### src/rtl/ctrl_pkg.sv
// Shared encodings for the ctrl_pipe control path: opcodes, functs, ALU codes,
// destination/result selectors, the decoded control bundle and the mult/div FSM states.
package ctrl_pkg;

    localparam logic [5:0] OP_RTYPE = 6'h00;
    localparam logic [5:0] OP_J     = 6'h02;
    localparam logic [5:0] OP_JAL   = 6'h03;
    localparam logic [5:0] OP_BEQ   = 6'h04;
    localparam logic [5:0] OP_BNE   = 6'h05;
    localparam logic [5:0] OP_ADDI  = 6'h08;
    localparam logic [5:0] OP_SLTI  = 6'h0A;
    localparam logic [5:0] OP_ANDI  = 6'h0C;
    localparam logic [5:0] OP_ORI   = 6'h0D;
    localparam logic [5:0] OP_LW    = 6'h23;
    localparam logic [5:0] OP_SW    = 6'h2B;

    localparam logic [5:0] FN_MFHI  = 6'h10;
    localparam logic [5:0] FN_MFLO  = 6'h12;
    localparam logic [5:0] FN_MULT  = 6'h18;
    localparam logic [5:0] FN_DIV   = 6'h1A;
    localparam logic [5:0] FN_ADD   = 6'h20;
    localparam logic [5:0] FN_SUB   = 6'h22;
    localparam logic [5:0] FN_AND   = 6'h24;
    localparam logic [5:0] FN_OR    = 6'h25;
    localparam logic [5:0] FN_SLT   = 6'h2A;

    localparam logic [2:0] ALU_ADD  = 3'd0;
    localparam logic [2:0] ALU_SUB  = 3'd1;
    localparam logic [2:0] ALU_AND  = 3'd2;
    localparam logic [2:0] ALU_OR   = 3'd3;
    localparam logic [2:0] ALU_SLT  = 3'd4;

    localparam logic [1:0] REGDST_RT  = 2'd0;
    localparam logic [1:0] REGDST_RD  = 2'd1;
    localparam logic [1:0] REGDST_R31 = 2'd2;

    localparam logic [1:0] RES_ALU  = 2'd0;
    localparam logic [1:0] RES_MEM  = 2'd1;
    localparam logic [1:0] RES_PC8  = 2'd2;
    localparam logic [1:0] RES_HILO = 2'd3;

    // Controls carried from D into E; an all-zero value is a bubble.
    typedef struct packed {
        logic       reg_write;
        logic       mem_write;
        logic       d_en;
        logic       alu_src;
        logic [1:0] reg_dst;
        logic [2:0] alu_ctl;
        logic [1:0] result_src;
        logic       md_start;
        logic       md_div;
    } dec_ctl_t;

    typedef enum logic {StIdle, StBusy} md_state_e;

    // ALU operation for the register-register ALU functs.
    function automatic logic [2:0] alu_of_funct(input logic [5:0] funct);
        case (funct)
            FN_SUB:  return ALU_SUB;
            FN_AND:  return ALU_AND;
            FN_OR:   return ALU_OR;
            FN_SLT:  return ALU_SLT;
            default: return ALU_ADD;
        endcase
    endfunction

endpackage

### src/rtl/ctrl_decode.sv
// Combinational decode of opcode/funct into pipeline controls and D-stage signals.
module ctrl_decode
    import ctrl_pkg::*;
(
    input  logic [5:0] op,
    input  logic [5:0] funct,
    output dec_ctl_t   ctl,
    output logic       branch,
    output logic       jump,
    output logic       ext_op,
    output logic       illegal,
    output logic       is_bne,
    output logic       md_use
);

    // Unknown encodings fall through to a bubble with illegal raised.
    always_comb begin
        ctl     = '0;
        branch  = 1'b0;
        jump    = 1'b0;
        ext_op  = 1'b1;
        illegal = 1'b0;
        is_bne  = 1'b0;
        md_use  = 1'b0;
        case (op)
            OP_RTYPE: begin
                case (funct)
                    FN_ADD, FN_SUB, FN_AND, FN_OR, FN_SLT: begin
                        ctl.reg_write = 1'b1;
                        ctl.reg_dst   = REGDST_RD;
                        ctl.alu_ctl   = alu_of_funct(funct);
                    end
                    FN_MULT: begin
                        ctl.md_start = 1'b1;
                        md_use       = 1'b1;
                    end
                    FN_DIV: begin
                        ctl.md_start = 1'b1;
                        ctl.md_div   = 1'b1;
                        md_use       = 1'b1;
                    end
                    FN_MFHI, FN_MFLO: begin
                        ctl.reg_write  = 1'b1;
                        ctl.reg_dst    = REGDST_RD;
                        ctl.result_src = RES_HILO;
                        md_use         = 1'b1;
                    end
                    default: illegal = 1'b1;
                endcase
            end
            OP_LW: begin
                ctl.reg_write  = 1'b1;
                ctl.alu_src    = 1'b1;
                ctl.d_en       = 1'b1;
                ctl.result_src = RES_MEM;
            end
            OP_SW: begin
                ctl.mem_write = 1'b1;
                ctl.alu_src   = 1'b1;
                ctl.d_en      = 1'b1;
            end
            OP_BEQ: begin
                branch      = 1'b1;
                ctl.alu_ctl = ALU_SUB;
            end
            OP_BNE: begin
                branch      = 1'b1;
                is_bne      = 1'b1;
                ctl.alu_ctl = ALU_SUB;
            end
            OP_ADDI: begin
                ctl.reg_write = 1'b1;
                ctl.alu_src   = 1'b1;
            end
            OP_SLTI: begin
                ctl.reg_write = 1'b1;
                ctl.alu_src   = 1'b1;
                ctl.alu_ctl   = ALU_SLT;
            end
            OP_ANDI: begin
                ctl.reg_write = 1'b1;
                ctl.alu_src   = 1'b1;
                ctl.alu_ctl   = ALU_AND;
                ext_op        = 1'b0;
            end
            OP_ORI: begin
                ctl.reg_write = 1'b1;
                ctl.alu_src   = 1'b1;
                ctl.alu_ctl   = ALU_OR;
                ext_op        = 1'b0;
            end
            OP_J: jump = 1'b1;
            OP_JAL: begin
                jump           = 1'b1;
                ctl.reg_write  = 1'b1;
                ctl.reg_dst    = REGDST_R31;
                ctl.result_src = RES_PC8;
            end
            default: illegal = 1'b1;
        endcase
    end

endmodule

### src/rtl/flopr.sv
// Plain register with synchronous active-high reset.
module flopr #(
    parameter int WIDTH = 8
) (
    input  logic             clk,
    input  logic             reset,
    input  logic [WIDTH-1:0] d,
    output logic [WIDTH-1:0] q
);

    // Load every cycle; reset clears.
    always_ff @(posedge clk) begin
        if (reset) q <= '0;
        else       q <= d;
    end

endmodule

### src/rtl/floprc.sv
// Register with synchronous active-high reset and synchronous clear.
module floprc #(
    parameter int WIDTH = 8
) (
    input  logic             clk,
    input  logic             reset,
    input  logic             clear,
    input  logic [WIDTH-1:0] d,
    output logic [WIDTH-1:0] q
);

    // Reset or clear loads zero, otherwise load d.
    always_ff @(posedge clk) begin
        if (reset || clear) q <= '0;
        else                q <= d;
    end

endmodule

### src/rtl/ctrl_pipe.sv
// Pipelined control unit: D decode, D->E->M->W control registers and a mult/div
// busy tracker that stalls dependent HI/LO users in D.
module ctrl_pipe
    import ctrl_pkg::*;
#(
    parameter int ALU_CTL_W = 4,
    parameter int MD_LAT    = 8
) (
    input  logic                 CLK,
    input  logic                 Reset,
    input  logic [5:0]           OpD,
    input  logic [5:0]           FunctD,
    input  logic                 FlushE,
    input  logic                 EqualD,
    output logic                 PCSrcD,
    output logic                 BranchD,
    output logic                 JumpD,
    output logic                 ExtOpD,
    output logic                 IllegalD,
    output logic                 StallMdD,
    output logic                 IEnF,
    output logic                 ALUSrcE,
    output logic [1:0]           RegDstE,
    output logic [ALU_CTL_W-1:0] ALUCtlE,
    output logic                 MdStartE,
    output logic                 MdDivE,
    output logic                 MemWriteM,
    output logic                 DEnM,
    output logic                 RegWriteE,
    output logic                 RegWriteM,
    output logic                 RegWriteW,
    output logic                 MdBusy,
    output logic                 MdDone,
    output logic [1:0]           ResultSrcE,
    output logic [1:0]           ResultSrcM,
    output logic [1:0]           ResultSrcW
);

    localparam int              CntW    = $clog2(MD_LAT + 1);
    localparam logic [CntW-1:0] CntLoad = CntW'(MD_LAT);
    localparam logic [CntW-1:0] CntOne  = CntW'(1);

    dec_ctl_t        ctl_d, ctl_e;
    logic            is_bne, md_use, bubble_e;
    logic [4:0]      m_d, m_q;
    logic [2:0]      w_d, w_q;
    logic [CntW-1:0] cnt_q, cnt_d;
    md_state_e       state_q, state_d;
    logic            done_q, done_d;

    ctrl_decode u_decode (
        .op      (OpD),
        .funct   (FunctD),
        .ctl     (ctl_d),
        .branch  (BranchD),
        .jump    (JumpD),
        .ext_op  (ExtOpD),
        .illegal (IllegalD),
        .is_bne  (is_bne),
        .md_use  (md_use)
    );

    assign PCSrcD   = BranchD & (is_bne ^ EqualD);
    // A mult/div in E counts as busy so back-to-back HI/LO users stall from the issue cycle.
    assign StallMdD = md_use & (MdBusy | MdStartE);
    assign IEnF     = ~(FlushE | StallMdD);
    assign bubble_e = FlushE | StallMdD;

    floprc #(.WIDTH($bits(dec_ctl_t))) u_reg_de (
        .clk   (CLK),
        .reset (Reset),
        .clear (bubble_e),
        .d     (ctl_d),
        .q     (ctl_e)
    );

    assign RegWriteE  = ctl_e.reg_write;
    assign ALUSrcE    = ctl_e.alu_src;
    assign RegDstE    = ctl_e.reg_dst;
    assign ALUCtlE    = ALU_CTL_W'(ctl_e.alu_ctl);
    assign ResultSrcE = ctl_e.result_src;
    assign MdStartE   = ctl_e.md_start;
    assign MdDivE     = ctl_e.md_div;

    assign m_d = {ctl_e.reg_write, ctl_e.mem_write, ctl_e.d_en, ctl_e.result_src};

    flopr #(.WIDTH(5)) u_reg_em (
        .clk   (CLK),
        .reset (Reset),
        .d     (m_d),
        .q     (m_q)
    );

    assign {RegWriteM, MemWriteM, DEnM, ResultSrcM} = m_q;
    assign w_d = {RegWriteM, ResultSrcM};

    flopr #(.WIDTH(3)) u_reg_mw (
        .clk   (CLK),
        .reset (Reset),
        .d     (w_d),
        .q     (w_q)
    );

    assign {RegWriteW, ResultSrcW} = w_q;

    // Busy counter: reload on issue, otherwise count down to zero.
    always_comb begin
        cnt_d = cnt_q;
        if (MdStartE)           cnt_d = CntLoad;
        else if (cnt_q != '0)   cnt_d = cnt_q - CntOne;
    end

    // FSM next state; completion is flagged on the 1->0 counter step.
    always_comb begin
        state_d = state_q;
        done_d  = 1'b0;
        case (state_q)
            StIdle: if (MdStartE) state_d = StBusy;
            StBusy: begin
                if (!MdStartE && cnt_q == CntOne) begin
                    state_d = StIdle;
                    done_d  = 1'b1;
                end
            end
            default: state_d = StIdle;
        endcase
    end

    // Counter, FSM and done flag; reset aborts any operation without a done pulse.
    always_ff @(posedge CLK) begin
        if (Reset) begin
            cnt_q   <= '0;
            state_q <= StIdle;
            done_q  <= 1'b0;
        end else begin
            cnt_q   <= cnt_d;
            state_q <= state_d;
            done_q  <= done_d;
        end
    end

    assign MdBusy = (cnt_q != '0);
    assign MdDone = done_q;

endmodule

### config.mk
export PLATFORM = sky130hd
export DESIGN_NAME = ctrl_pipe
export DESIGN_NICKNAME = d
export VERILOG_FILES = /design/src/rtl/ctrl_pkg.sv /design/src/rtl/ctrl_decode.sv /design/src/rtl/flopr.sv /design/src/rtl/floprc.sv /design/src/rtl/ctrl_pipe.sv
export SDC_FILE = /design/constraint.sdc
export NUM_CORES = 1
export LEC_CHECK = 0
export CORE_ASPECT_RATIO = 1.4
export CORE_UTILIZATION = 30
export DETAILED_ROUTE_END_ITERATION = 10
export HOLD_SLACK_MARGIN = 0.06
export PLACE_DENSITY = 0.53
export SLEW_MARGIN = 20
export SYNTH_ARGS = -nofsm -noshare
export SYNTH_HDL_FRONTEND = slang
export SYNTH_HIERARCHICAL = 1
export SYNTH_SLANG_ARGS = --single-unit
export TNS_END_PERCENT = 10
### constraint.sdc
create_clock -name CLK -period 2.05 [get_ports CLK]
set_input_delay 0.41 -clock CLK [delete_from_list [all_inputs] [get_ports CLK]]
set_output_delay 0.41 -clock CLK [all_outputs]
set_load 0.1 [all_outputs]
# After elaboration in Yosys (flattened, before gate mapping)
# Cells that the tools add are included.
[op_classes]
addsub = 1
n_mul = 0
div = 0
n_lt_le_gt_ge = 0
eq_ne = 20
shift = 0
mux = 28
bitwise_logic = 8
reduce_logical = 22
[op_table]
columns = ["cell", "n"]
rows = [
  ["$eq A6 B6 Y1 const B", 7],
  ["$eq A6 B4 Y1 const B", 4],
  ["$eq A6 B5 Y1 const B", 4],
  ["$reduce_or A2 Y1", 9],
  ["$mux W1", 17],
  ["$pmux W3 S5", 1],
  ["$eq A6 B2 Y1 const B", 2],
  ["$eq A6 B3 Y1 const B", 2],
  ["$pmux W3 S4", 1],
  ["$reduce_or A6 Y1", 2],
  ["$reduce_or A10 Y1", 1],
  ["$reduce_or A9 Y1", 1],
  ["$mux W4", 2],
  ["$reduce_or A7 Y1", 1],
  ["$logic_not A6 Y1", 1],
  ["$pmux W1 S2", 3],
  ["$pmux W2 S3", 1],
  ["$reduce_or A5 Y1", 1],
  ["$eq A4 B1 Y1 const B", 1],
  ["$pmux W2 S2", 1],
  ["$reduce_bool A4 Y1", 1],
  ["$reduce_or A4 Y1", 1],
  ["$sub A4 B1 Y4 const B", 1],
  ["$mux W3", 1],
  ["9 further kinds", 13],
]
[word_totals]
regBits = 27
latch_bits = 0
mem_bits_rw = 0
mem_bits_ro = 0
input_bits = 16
out_inout_bits = 29
elab_cells = 87
n_memories = 0

# Depth between registers and ports, before layout
# Gate-level depths: netlist of run 1.
[logic_depth]
depth_word = 8
mapped_depth = 8
ltp_nobuf = 6

# Modules after synthesis
# Netlist of run 1, hierarchy kept.
[modules_own_cells]
columns = ["module", "instances", "cells_each", "area_per_inst_um2", "seq_area_each_um2"]
rows = [
  ["ctrl_decode", 1, 68, 431.7, 0.0],
  ["floprc", 1, 28, 430.4, 260.2],
  ["ctrl_pipe", 1, 37, 340.3, 120.1],
  ["flopr at u_reg_em", 1, 10, 131.4, 100.1],
  ["flopr at u_reg_mw", 1, 6, 78.8, 60.1],
]

# Worst setup path after synthesis of run 1
# OpenSTA, ideal clock, no wires.
[synth_timing]
path_kind = "in2out"
startpoint = "input OpD[3]"
endpoint = "output IllegalD"
arrival_ns = 3.107
required_time_ns = 1.640
path_slack_ns = -1.467
path_stages = 4
n_path_buf = 1
path_cell_list = "buf_4 nor4_1 nand3_1 o21ai_0"
[synth_between]
elab_chain_len = 3
elab_cells_between_ends = 13
classes_between = "10 x eq/ne; 1 x mux; 2 x reduce/logical"
[synth_rtl]
columns = ["element", "line_no", "text"]
rows = [
  ["start: declaration", "ctrl_pipe.sv:11", "input logic [5:0] OpD,"],
  ["$eq A6 B2 Y1, or another cell as far along", "ctrl_decode.sv:25", "case (op)"],
  ["$reduce_or A10 Y1 (no line)", "--", ""],
  ["$pmux W1 S2 *", "ctrl_decode.sv:25", ""],
  ["end: declaration", "ctrl_pipe.sv:19", "output logic IllegalD,"],
]
# Every way passes the cells marked *; elsewhere a longest branch is shown, timed or not.

# Final worst setup path of run 1
[layout_timing]
startpoint = "register cnt_q[1]"
endpoint = "output IEnF"
[layout_between]
elab_chain_len = 5
[layout_rtl]
columns = ["element", "line_no", "text"]
rows = [
  ["start: declaration", "ctrl_pipe.sv:47", "logic [CntW-1:0] cnt_q, cnt_d;"],
  ["start signal: assignment", "ctrl_pipe.sv:136", "cnt_q <= cnt_d;"],
  ["$reduce_bool A4 Y1", "ctrl_pipe.sv:142", "assign MdBusy = (cnt_q != '0);"],
  ["$or A1 B1 Y1", "ctrl_pipe.sv:65", "assign StallMdD = md_use & (MdBusy | MdStartE);"],
  ["$and A1 B1 Y1", "ctrl_pipe.sv:65", ""],
  ["$or A1 B1 Y1", "ctrl_pipe.sv:66", "assign IEnF = ~(FlushE | StallMdD);"],
  ["$not A1 Y1", "ctrl_pipe.sv:66", ""],
  ["end: declaration", "ctrl_pipe.sv:21", "output logic IEnF,"],
]
# No other way between the ends.

==> results of run 1 <==
## worst paths after layout
check | start | endpoint | slack [ns] | cells past startpoint
hold reg to reg | state_q$_SDFF_PP0_ | MdDone$_SDFF_PP0_ | 0.43 | 2
setup reg to reg | cnt_q[1]$_SDFFE_PP0P_ | u_reg_de/q[12]$_SDFF_PP0_ | 0.23 | 7
setup / recovery | cnt_q[1]$_SDFFE_PP0P_ | IEnF | -0.05 | 6
hold / removal | state_q$_SDFF_PP0_ | MdDone$_SDFF_PP0_ | 0.43 | 2
## worst max-delay path, cell delays in order (launching register included)
cell and delay, ns:
dfxtp_2 0.33, inv_2 0.07, ha_4 0.13, or3b_4 0.38
o21a_4 0.23, nor2_4 0.10, buf_12 0.18
## state kept, by name, summed over array words and instances, names as in the netlist
register	count
u_reg_de/q	13
u_reg_mw/q	3
state_q	1
cnt_q	4
u_reg_em/q	5
MdDone	1
## cells in the mapped netlist
| cell | number | area share [%] |
|---|---|---|
| nand3_1 | 3 | 1.1 |
| buf_6 | 6 | 4.8 |
| and3_1 | 2 | 0.89 |
| nor3_1 | 12 | 4.3 |
| a22oi_1 | 2 | 1.1 |
| o22a_1 | 1 | 0.62 |
| conb_1 | 1 | 0.27 |
| a21oi_1 | 4 | 1.4 |
| o32a_1 | 1 | 0.71 |
| a2111oi_0 | 1 | 0.62 |
| nor2_4 | 2 | 1.6 |
| a311oi_1 | 1 | 0.62 |
| nand2_1 | 7 | 1.9 |
| nand3b_2 | 1 | 0.80 |
| nor3b_1 | 3 | 1.6 |
| o22ai_1 | 1 | 0.44 |
| or3b_1 | 2 | 1.2 |
| a211oi_1 | 1 | 0.53 |
| nor2_1 | 15 | 4.0 |
| o21ai_0 | 3 | 1.1 |
| o21a_1 | 1 | 0.53 |
| nor2b_1 | 9 | 4.0 |
| nand2b_1 | 3 | 1.3 |
| xor2_1 | 2 | 1.2 |
| o2bb2ai_1 | 1 | 0.62 |
| ha_1 | 3 | 2.7 |
| buf_4 | 3 | 1.6 |
| dfxtp_1 | 27 | 38 |
| mux2_2 | 1 | 0.80 |
| or4b_4 | 1 | 0.97 |
| mux2i_1 | 1 | 0.71 |
| inv_1 | 6 | 1.6 |
| xnor2_1 | 1 | 0.62 |
| and2_1 | 3 | 1.3 |
| nand3b_1 | 1 | 0.53 |
| o21a_4 | 1 | 1.1 |
| a2111oi_2 | 2 | 2.1 |
| nor3b_2 | 10 | 8.9 |
| or2_1 | 1 | 0.44 |
| nor4_1 | 3 | 1.3 |
## area by class of cell
class / count / share of cell area (%)
clock buffer: 3 / 1.80
clock inverter: 1 / 0.327
inverter: 6 / 0.982
multi-input combinational: 107 / 35.8
sequential: 27 / 23.7
tap: 62 / 3.38
timing repair buffer: 81 / 34.0
## power groups by stage
stage / sequential, mW / clock [mW] / combinational (mW)
after floorplan: 0.616 / 0 / 0.502
after global placement: 0.608 / 0 / 0.636
after detailed placement: 0.608 / 0 / 0.655
after CTS: 0.588 / 0.308 / 0.723
after global routing: 0.597 / 0.333 / 0.805
final: 0.588 / 0.294 / 0.756
## metal layers
| metal | global-route usage (%) | vias to the layer above | routed length (um) |
|---|---|---|---|
| li1 | - | 671 | - |
| met1 | 16.4 | 610 | 1300 |
| met2 | 27.7 | 47 | 1880 |
| met3 | 2.18 | 6 | 200 |
| met4 | 5.50 | 0 | 59 |
| met5 | 0 | - | 0 |
## cells in the final DEF, fill, tap and decap left out, types with 2 or more instances in the layout
cell,synthesis,routed
buf_12,0,11
nand2b_1,3,3
nor3_1,12,11
clkbuf_8,0,3
dlygate4sd2_1,0,5
nor3b_1,3,3
a22oi_1,2,2
a2111oi_2,2,2
nor3b_2,10,10
and2_4,0,2
dfxtp_1,27,25
buf_4,3,53
ha_1,3,2
clkdlybuf4s50_1,0,5
buf_6,6,2
nor4_1,3,2
nand2_1,7,6
nor2_4,2,4
inv_2,0,2
xor2_1,2,2
nand3_1,3,3
o21ai_0,3,2
a21oi_1,4,4
dfxtp_2,0,2
nor2b_1,9,9
inv_1,6,4
nor2_1,15,13
clkdlybuf4s15_1,0,4
## cell families after synthesis
logic type	share of synthesized area (%)
flip-flops	38.3
adder cells (fa/ha/maj)	2.66
XOR/XNOR	1.86
AO/OA/AOI/OAI	11.4
buffers and inverters	7.97
AND/OR/NAND/NOR	36.0
multiplexers	1.51
other	0.265
## timing repair
item | 4_1_cts | 5_1_grt
gates cloned | 0 | 0
gates resized for setup | 22 | 3
endpoints found under the setup margin | 6 | 4
pin swaps | 11 | 2
buffers inserted | 8 | 2
==> summary.txt, run 1 <==
clock tree buffer depth: 2
Total GRT Usage: 15.0%
die width: 60.0 um
Initial Util: 31.1%
die area: 4990 um^2
failing checks: negative setup slack
CP Launch Type: flop
critical path class: reg -> out
P_int: 1.05 mW
Setup WS post-layout: -0.0536 ns
register area: 543 um^2
RSZ-0062 raised after global routing: yes
leakage power: 0.937 nW
CTS tree: built
setup TNS: -0.0912 ns
Final Util: 50.6%
Chip Height: 83.2 um
vias: 1334
Antenna Nets Post-Route: 0
unique cell type count in the Yosys netlist: 40
DRC: 0
first-pass GRT wire length: 5.95 mm
drt total wl: 3.43 mm
FILL cells: 444
GRT overflow: 0
max-slew violations: 0
Seq/Total Area, Yosys: 38.3%
status: complete, but fails checks
gpl congestion: 0.791
net switching power: 0.589 mW
routed len/inst: 12.0 um
antenna cell count: 0
Inserted Clock Buffers: 3
Syn Area/Cell: 9.48 um^2
CP required: 1.64 ns
fin area: 2290 um^2
Final Hold Vio Count: 0
Critical Path AT: 1.69 ns
Mapped Nets: 168
later-pin clock latency in the skew report: 0.26 ns
Comb pwr share: 46.1%
Yosys warnings: 6
vias per std cell: 4.65
Final min period: 2.10 ns
Fmax: 0.475 GHz
flop and latch count out of synthesis: 27
largest net degree at the start of global routing: 18
overall power: 1.64 mW
crit end category: primary output
critical path peak fanout: 3
root buf cell: clkbuf_8
maximum VDD drop: 0.268 mV
CTS clk-pin slew, worst paths: 0.09 ns
crit share post-route: 103%
Post-Syn Instances: 149
nets: 245
vias in the first global route: 1391
Clock Power Share: 18.0%
Multi-input gate area: 822 um^2
Core Region: 4540 um^2
Initial DRT Pass Iterations: 4
htree depth: 1
CTS Hold Bufs: 0
layout cell share with drive strength beyond 1: 46.7%
power per cell area: 714 nW/um^2
Netlist Area Pre-Place: 1410 um^2
switching portion of total power: 35.9%
Max Cap Violations: 0
IO buf count: 43
clk sinks: 27
clk_skew: 0.00220 ns
Sequential Power Share: 35.9%
final cell count without fillers: 287
row count: 29
hpwl dp: 2.58 mm
I/O Pins: 45
antenna violations before repair: 0
final setup fails: 3
Area Growth Syn to Fin: 62.4%
hold slack: 0.433 ns
dpl ws: -0.350 ns
DP Area: 2140 um^2
Slew headroom: 62.5%
Worst Tran Pin Value: 0.561 ns
1st-iter DRT viols: 29
worst min-delay path class: reg -> reg
placed cells: 273
Note: power is estimated with default switching activity, not from simulation.
==> run 2: changes to the inputs <==
--- a/config.mk
+++ b/config.mk
@@ -5,12 +5,15 @@
 export SDC_FILE = /design/constraint.sdc
 export NUM_CORES = 1
 export LEC_CHECK = 0
+export CELL_PAD_IN_SITES_DETAIL_PLACEMENT = 1
+export CELL_PAD_IN_SITES_GLOBAL_PLACEMENT = 2
 export CORE_ASPECT_RATIO = 1.4
-export CORE_UTILIZATION = 30
+export CORE_UTILIZATION = 27
+export CTS_CLUSTER_DIAMETER = 200
 export DETAILED_ROUTE_END_ITERATION = 10
 export HOLD_SLACK_MARGIN = 0.06
-export PLACE_DENSITY = 0.53
-export SLEW_MARGIN = 20
+export PLACE_DENSITY = 0.76
+export SLEW_MARGIN = 25
 export SYNTH_ARGS = -nofsm -noshare
 export SYNTH_HDL_FRONTEND = slang
 export SYNTH_HIERARCHICAL = 1
==> run 2 against run 1 <==
  * The run still ends with negative setup slack left
  * Final cell count is the same
  * Worst setup slack worse by 0.0080 ns
  * First-iteration DRC count is 21% higher
  * Sequential power increased by 2%
  * Total power grew 1.2%
  * Sequential share of layout area rose by 0.070 points
  * Critical path depth is the same
  * Via count grew 0.67%
  * Cell area rose by 0.16%
  * Combinational power barely moved
  * Critical path type unchanged
==> summary.txt, run 2 (synthesized netlist as in run 1, its figures left out) <==
Inserted Clock Buffers: 3 (unchanged)
crit end category: primary output (unchanged)
Core Region: 4950 um^2 (was 4540 um^2)
I/O Pins: 45 (unchanged)
net switching power: 0.610 mW (was 0.589 mW)
htree depth: 1 (unchanged)
CTS tree: built (unchanged)
die area: 5530 um^2 (was 4990 um^2)
clock tree buffer depth: 2 (unchanged)
setup TNS: -0.123 ns (was -0.0912 ns)
max reg flops: 13 (unchanged)
Initial Util: 28.5% (was 31.1%)
GRT overflow: 0 (unchanged)
Sequential Power Share: 36.1% (was 35.9%)
register area: 546 um^2 (was 543 um^2)
antenna violations before repair: 0 (unchanged)
Max Cap Violations: 0 (unchanged)
Chip Height: 87.6 um (was 83.2 um)
largest registers: u_reg_de/q: 13 flops, u_reg_em/q: 5 flops, cnt_q: 4 flops (unchanged)
Clock Power Share: 18.2% (was 18.0%)
P_int: 1.05 mW (about the same)
vias in the first global route: 1464 (was 1391)
worst path cell trace: inv_2 -> ha_4 -> or3b_4 -> o21a_4 -> nor2_4 -> buf_12 (unchanged)
drt total wl: 3.95 mm (was 3.43 mm)
overall power: 1.66 mW (was 1.64 mW)
first-pass GRT wire length: 6.81 mm (was 5.95 mm)
critical path peak fanout: 3 (unchanged)
max-slew violations: 0 (unchanged)
vias: 1343 (was 1334)
Crit path largest cell delay: 0.39 ns (was 0.38 ns)
CTS Hold Bufs: 0 (unchanged)
die width: 63.1 um (was 60.0 um)
failing checks: negative setup slack (unchanged)
nets: 243 (was 245)
Antenna Nets Post-Route: 0 (unchanged)
CP required: 1.64 ns (about the same)
commonest non-fill, non-tap cell in the layout: buf_4 (unchanged)
commonest non-fill, non-tap cells in the layout: buf_4 (50), dfxtp_1 (25), nor2_1 (13), buf_12 (11) (was buf_4 (53), dfxtp_1 (25), nor2_1 (13), nor3_1 (11), buf_12 (11))
later-pin clock latency in the skew report: 0.27 ns (was 0.26 ns)
RSZ-0062 raised after global routing: yes (unchanged)
final setup fails: 4 (was 3)
root buf cell: clkbuf_8 (unchanged)
Multi-input gate area: 826 um^2 (was 822 um^2)
worst min-delay path class: reg -> reg (unchanged)
CTS clk-pin slew, worst paths: 0.09 ns (about the same)
Most flops, register: u_reg_de/q (unchanged)
DP Area: 2150 um^2 (was 2140 um^2)
1st-iter DRT viols: 35 (was 29)
DRC: 0 (unchanged)
row count: 30 (was 29)
Setup WS post-layout: -0.0616 ns (was -0.0536 ns)
Final Hold Vio Count: 0 (unchanged)
routed len/inst: 13.8 um (was 12.0 um)
Fmax: 0.474 GHz (was 0.475 GHz)
switching portion of total power: 36.8% (was 35.9%)
clk sinks: 27 (unchanged)
hold slack: 0.448 ns (was 0.433 ns)
crit share post-route: 103% (about the same)
FILL cells: 602 (was 444)
Total GRT Usage: 15.7% (was 15.0%)
gpl congestion: 0.770 (was 0.791)
hpwl dp: 3.15 mm (was 2.58 mm)
largest net degree at the start of global routing: 19 (was 18)
clk_skew: 0.00304 ns (was 0.00220 ns)
antenna cell count: 0 (unchanged)
Final min period: 2.11 ns (was 2.10 ns)
power per cell area: 722 nW/um^2 (was 714 nW/um^2)
fin area: 2300 um^2 (was 2290 um^2)
Comb pwr share: 45.8% (was 46.1%)
CP max stage cell: or3b_4 (unchanged)
layout cell share with drive strength beyond 1: 46.2% (was 46.7%)
Slew headroom: 65.3% (was 62.5%)
leakage power: 0.930 nW (was 0.937 nW)
Area Growth Syn to Fin: 62.6% (was 62.4%)
status: complete, but fails checks (unchanged)
Critical Path AT: 1.70 ns (was 1.69 ns)
Worst Tran Pin Value: 0.519 ns (was 0.561 ns)
vias per std cell: 4.68 (was 4.65)
critical path class: reg -> out (unchanged)
Initial DRT Pass Iterations: 4 (unchanged)
maximum VDD drop: 0.327 mV (was 0.268 mV)
IO buf count: 43 (unchanged)
CP Launch Type: flop (unchanged)
-- run 2: worst max-delay path, delay by kind of cell (launching register included) --
family,cells,cell delay [ns]
AND/OR/NAND/NOR,2,0.49
flip-flops,1,0.33
buffers and inverters,2,0.25
AO/OA/AOI/OAI,1,0.23
adder cells (fa/ha/maj),1,0.13
-- run 2: power groups by stage --
stage / Combinational (mW) / Sequential (mW) / Clock [mW]
after floorplan: 0.502 / 0.616 / 0
after global placement: 0.636 / 0.608 / 0
after detailed placement: 0.679 / 0.614 / 0
after CTS: 0.766 / 0.599 / 0.319
after global routing: 0.822 / 0.604 / 0.338
final: 0.759 / 0.598 / 0.301
-- run 2: worst paths after layout --
check	to	cells past startpoint	slack [ns]	startpoint
worst max-delay path	IEnF	6	-0.06	cnt_q[1]$_SDFFE_PP0P_
worst min-delay path	u_reg_em/q[3]$_SDFF_PP0_	1	0.45	u_reg_de/q[11]$_SDFF_PP0_
worst max register to register	u_reg_de/q[12]$_SDFF_PP0_	7	0.16	cnt_q[1]$_SDFFE_PP0P_
worst min register to register	u_reg_em/q[3]$_SDFF_PP0_	1	0.45	u_reg_de/q[11]$_SDFF_PP0_
-- run 2: layer usage --
metal | vias to the layer above | GRT usage [%] | wire length (um)
met5 | - | 0 | 0
met4 | 0 | 5.07 | 17
met3 | 2 | 2.08 | 164
met2 | 37 | 32.0 | 2280
met1 | 639 | 16.0 | 1480
li1 | 665 | - | -
-- run 2: what timing repair did --
item                       in CTS  in global routing
pin swaps                       9                  3
setup buffers                   8                  0
gates resized for setup        26                  0
setup endpoints to repair       5                  4
-- run 2: through the flow --
stage	util, %	setup WS [ns]	cells
final	46.4	-0.0616	287
after global routing	46.4	-0.119	287
after CTS	46.4	-0.102	287
after detailed placement	43.3	-0.363	275
after global placement	43.3	-0.331	275
after floorplan	-	-0.283	149
-- run 2: area by class of cell --
type                            instances  share of cell area (%)
Multi-Input combinational cell        107                    35.9
Timing Repair Buffer                   79                    33.6
Sequential cell                        27                    23.7
Tap cell                               64                    3.49
Clock buffer                            3                    1.80
Inverter                                6                    1.09
Clock inverter                          1                   0.327
==> run 3: changes to the inputs <==
--- a/config.mk
+++ b/config.mk
@@ -18,4 +18,3 @@
 export SYNTH_HDL_FRONTEND = slang
 export SYNTH_HIERARCHICAL = 1
 export SYNTH_SLANG_ARGS = --single-unit
-export TNS_END_PERCENT = 10
==> run 3 against run 2 <==
  * The run still ends with negative setup slack left
  * Utilization up 1.0 points
  * Wire length grew 1.4%
  * Register-to-register slack improved by 0.06 ns
  * Via count increased by 0.22%
  * Clock power fell by 2%
  * Worst setup slack improved by 0.0018 ns
  * Maximum frequency barely moved
  * Critical path depth unchanged
  * Final cell count up 1.0%
  * Flip-flop and latch count stayed put
  * Sequential power hardly changed
  * Critical path type unchanged
  * Largest power group unchanged
==> summary.txt, run 3 (synthesized netlist as in run 1, its figures left out) <==
status: complete, but fails checks (unchanged)
failing checks: negative setup slack (unchanged)
final setup fails: 1 (was 4)
net switching power: 0.613 mW (was 0.610 mW)
P_int: 1.05 mW (about the same)
vias in the first global route: 1444 (was 1464)
Sequential Power Share: 36.2% (was 36.1%)
CP max stage cell: or3b_4 (unchanged)
GRT overflow: 0 (unchanged)
vias per std cell: 4.64 (was 4.68)
Most flops, register: u_reg_de/q (unchanged)
worst min-delay path class: reg -> reg (unchanged)
power per cell area: 707 nW/um^2 (was 722 nW/um^2)
reg-to-reg startpoint: cnt_q[0]$_SDFFE_PP0P_ (was cnt_q[1]$_SDFFE_PP0P_)
drt total wl: 4.00 mm (was 3.95 mm)
RSZ-0062 raised after global routing: yes (unchanged)
antenna violations before repair: 0 (unchanged)
Clock Power Share: 17.9% (was 18.2%)
switching portion of total power: 36.9% (was 36.8%)
flop-to-flop setup slack: 0.22 ns (was 0.16 ns)
gpl congestion: 0.770 (about the same)
Critical Path AT: 1.70 ns (about the same)
hpwl dp: 3.01 mm (was 3.15 mm)
Initial DRT Pass Iterations: 4 (unchanged)
Slew headroom: 65.6% (was 65.3%)
Setup WS post-layout: -0.0597 ns (was -0.0616 ns)
CTS tree: built (unchanged)
hold path depth: 2 (was 1)
crit share post-route: 103% (about the same)
clk sinks: 27 (unchanged)
antenna cell count: 0 (unchanged)
Inserted Clock Buffers: 3 (unchanged)
Initial Util: 28.5% (unchanged)
commonest non-fill, non-tap cells in the layout: buf_4 (55), dfxtp_1 (25), nor2_1 (13) (was buf_4 (50), dfxtp_1 (25), nor2_1 (13), buf_12 (11))
CP Launch Type: flop (unchanged)
worst reg2reg path depth: 7 (unchanged)
Hold Path Sink: MdDone$_SDFF_PP0_ (was u_reg_em/q[3]$_SDFF_PP0_)
nets: 246 (was 243)
Max Cap Violations: 0 (unchanged)
overall power: 1.66 mW (about the same)
DRC: 0 (unchanged)
Chip Height: 87.6 um (unchanged)
clk_skew: 0.00285 ns (was 0.00304 ns)
CTS Hold Bufs: 0 (unchanged)
largest registers: u_reg_de/q: 13 flops, u_reg_em/q: 5 flops, cnt_q: 4 flops (unchanged)
later-pin clock latency in the skew report: 0.27 ns (about the same)
Core Region: 4950 um^2 (unchanged)
critical path peak fanout: 3 (unchanged)
crit end category: primary output (unchanged)
max-slew violations: 0 (unchanged)
Multi-input gate area: 881 um^2 (was 826 um^2)
largest net degree at the start of global routing: 17 (was 19)
Crit path largest cell delay: 0.39 ns (about the same)
routed len/inst: 13.8 um (about the same)
Worst Tran Pin Value: 0.503 ns (was 0.519 ns)
CP required: 1.64 ns (about the same)
root buf cell: clkbuf_8 (unchanged)
vias: 1346 (was 1343)
IO buf count: 43 (unchanged)
CTS clk-pin slew, worst paths: 0.09 ns (about the same)
first-pass GRT wire length: 6.73 mm (was 6.81 mm)
commonest non-fill, non-tap cell in the layout: buf_4 (unchanged)
1st-iter DRT viols: 53 (was 35)
worst path cell trace: inv_4 -> ha_4 -> or3b_4 -> o21a_4 -> nor2_4 -> buf_12 (was inv_2 -> ha_4 -> or3b_4 -> o21a_4 -> nor2_4 -> buf_12)
die area: 5530 um^2 (unchanged)
clock tree buffer depth: 2 (unchanged)
register area: 546 um^2 (unchanged)
Fmax: 0.474 GHz (about the same)
layout cell share with drive strength beyond 1: 50.4% (was 46.2%)
Total GRT Usage: 15.3% (was 15.7%)
I/O Pins: 45 (unchanged)
hold slack: 0.442 ns (was 0.448 ns)
Final min period: 2.11 ns (about the same)
critical path class: reg -> out (unchanged)
row count: 30 (unchanged)
FILL cells: 565 (was 602)
max reg flops: 13 (unchanged)
Antenna Nets Post-Route: 0 (unchanged)
htree depth: 1 (unchanged)
Final Hold Vio Count: 0 (unchanged)
Area Growth Syn to Fin: 66.2% (was 62.6%)
leakage power: 0.971 nW (was 0.930 nW)
Worst R2R End: u_reg_de/q[10]$_SDFF_PP0_ (was u_reg_de/q[12]$_SDFF_PP0_)
Comb pwr share: 45.9% (was 45.8%)
hold path start: state_q$_SDFF_PP0_ (was u_reg_de/q[11]$_SDFF_PP0_)
maximum VDD drop: 0.253 mV (was 0.327 mV)
die width: 63.1 um (unchanged)
-- run 3: cell count changes in the layout (fill, tap and decap cells not counted), sizes merged --
cell	before	now
dlymetal6s2s	0	1
dlygate4sd2	7	2
clkbuf	3	6
clkdlybuf4s15	3	4
clkdlybuf4s50	5	4
buf	64	68
-- run 3: area by class of cell --
| type | count | share of cell area (%) |
|---|---|---|
| inverter | 6 | 1.07 |
| multi-input combinational | 107 | 37.5 |
| clock buffer | 3 | 1.76 |
| clock inverter | 1 | 0.320 |
| tap | 64 | 3.41 |
| timing repair buffer | 82 | 32.7 |
| sequential | 27 | 23.2 |
-- run 3: worst max-delay path by stage --
stage                     depth (start not counted)  endpoint                  start
after floorplan                                   6      IEnF  cnt_q[1]$_SDFFE_PP0P_
after global placement                            6      IEnF              FunctD[0]
after detailed placement                          6      IEnF              FunctD[0]
after CTS                                         6      IEnF  cnt_q[0]$_SDFFE_PP0P_
after global routing                              6      IEnF  cnt_q[0]$_SDFFE_PP0P_
final                                             6      IEnF  cnt_q[0]$_SDFFE_PP0P_
-- run 3: critical path, delay by kind of cell, from the launching register on --
kind / cells / cell delay, ns
adder cells (fa/ha/maj): 1 / 0.11
AND/OR/NAND/NOR: 2 / 0.49
AO/OA/AOI/OAI: 1 / 0.23
buffers and inverters: 2 / 0.24
flip-flops: 1 / 0.37
-- run 3: power by group through the flow --
| stage | Sequential, mW | Combinational [mW] | Clock, mW |
|---|---|---|---|
| finish | 0.601 | 0.763 | 0.296 |
| global route | 0.603 | 0.820 | 0.329 |
| CTS | 0.598 | 0.751 | 0.313 |
| detailed placement | 0.612 | 0.668 | 0 |
| global placement | 0.608 | 0.639 | 0 |
| floorplan | 0.616 | 0.507 | 0 |
-- run 3: repair_timing --
action / in CTS / in global routing
setup endpoints to repair: 6 / 5
gates resized for setup: 26 / 14
pin swaps: 11 / 12
setup buffers: 9 / 2
-- run 3: per-layer routing --
layer / global-route usage [%] / vias to the layer above / wire length, um
li1: - / 666 / -
met1: 15.6 / 642 / 1480
met2: 32.1 / 34 / 2350
met3: 1.17 / 4 / 126
met4: 4.65 / 0 / 42
met5: 0 / - / 0
-- run 3: metrics by stage --
step	TNS (ns)	utilization, %	cells	worst slack, ns	instance area, um^2
6_report	-0.0597	47.4	290	-0.0597	2350
5_1_grt	-0.111	47.4	290	-0.111	2350
3_5_place_dp	-4.62	43.5	275	-0.368	2150
4_1_cts	-0.0934	46.3	288	-0.0934	2290
3_3_place_gp	-4.45	43.5	275	-0.365	2150
2_1_floorplan	-0.699	-	149	-0.283	1490
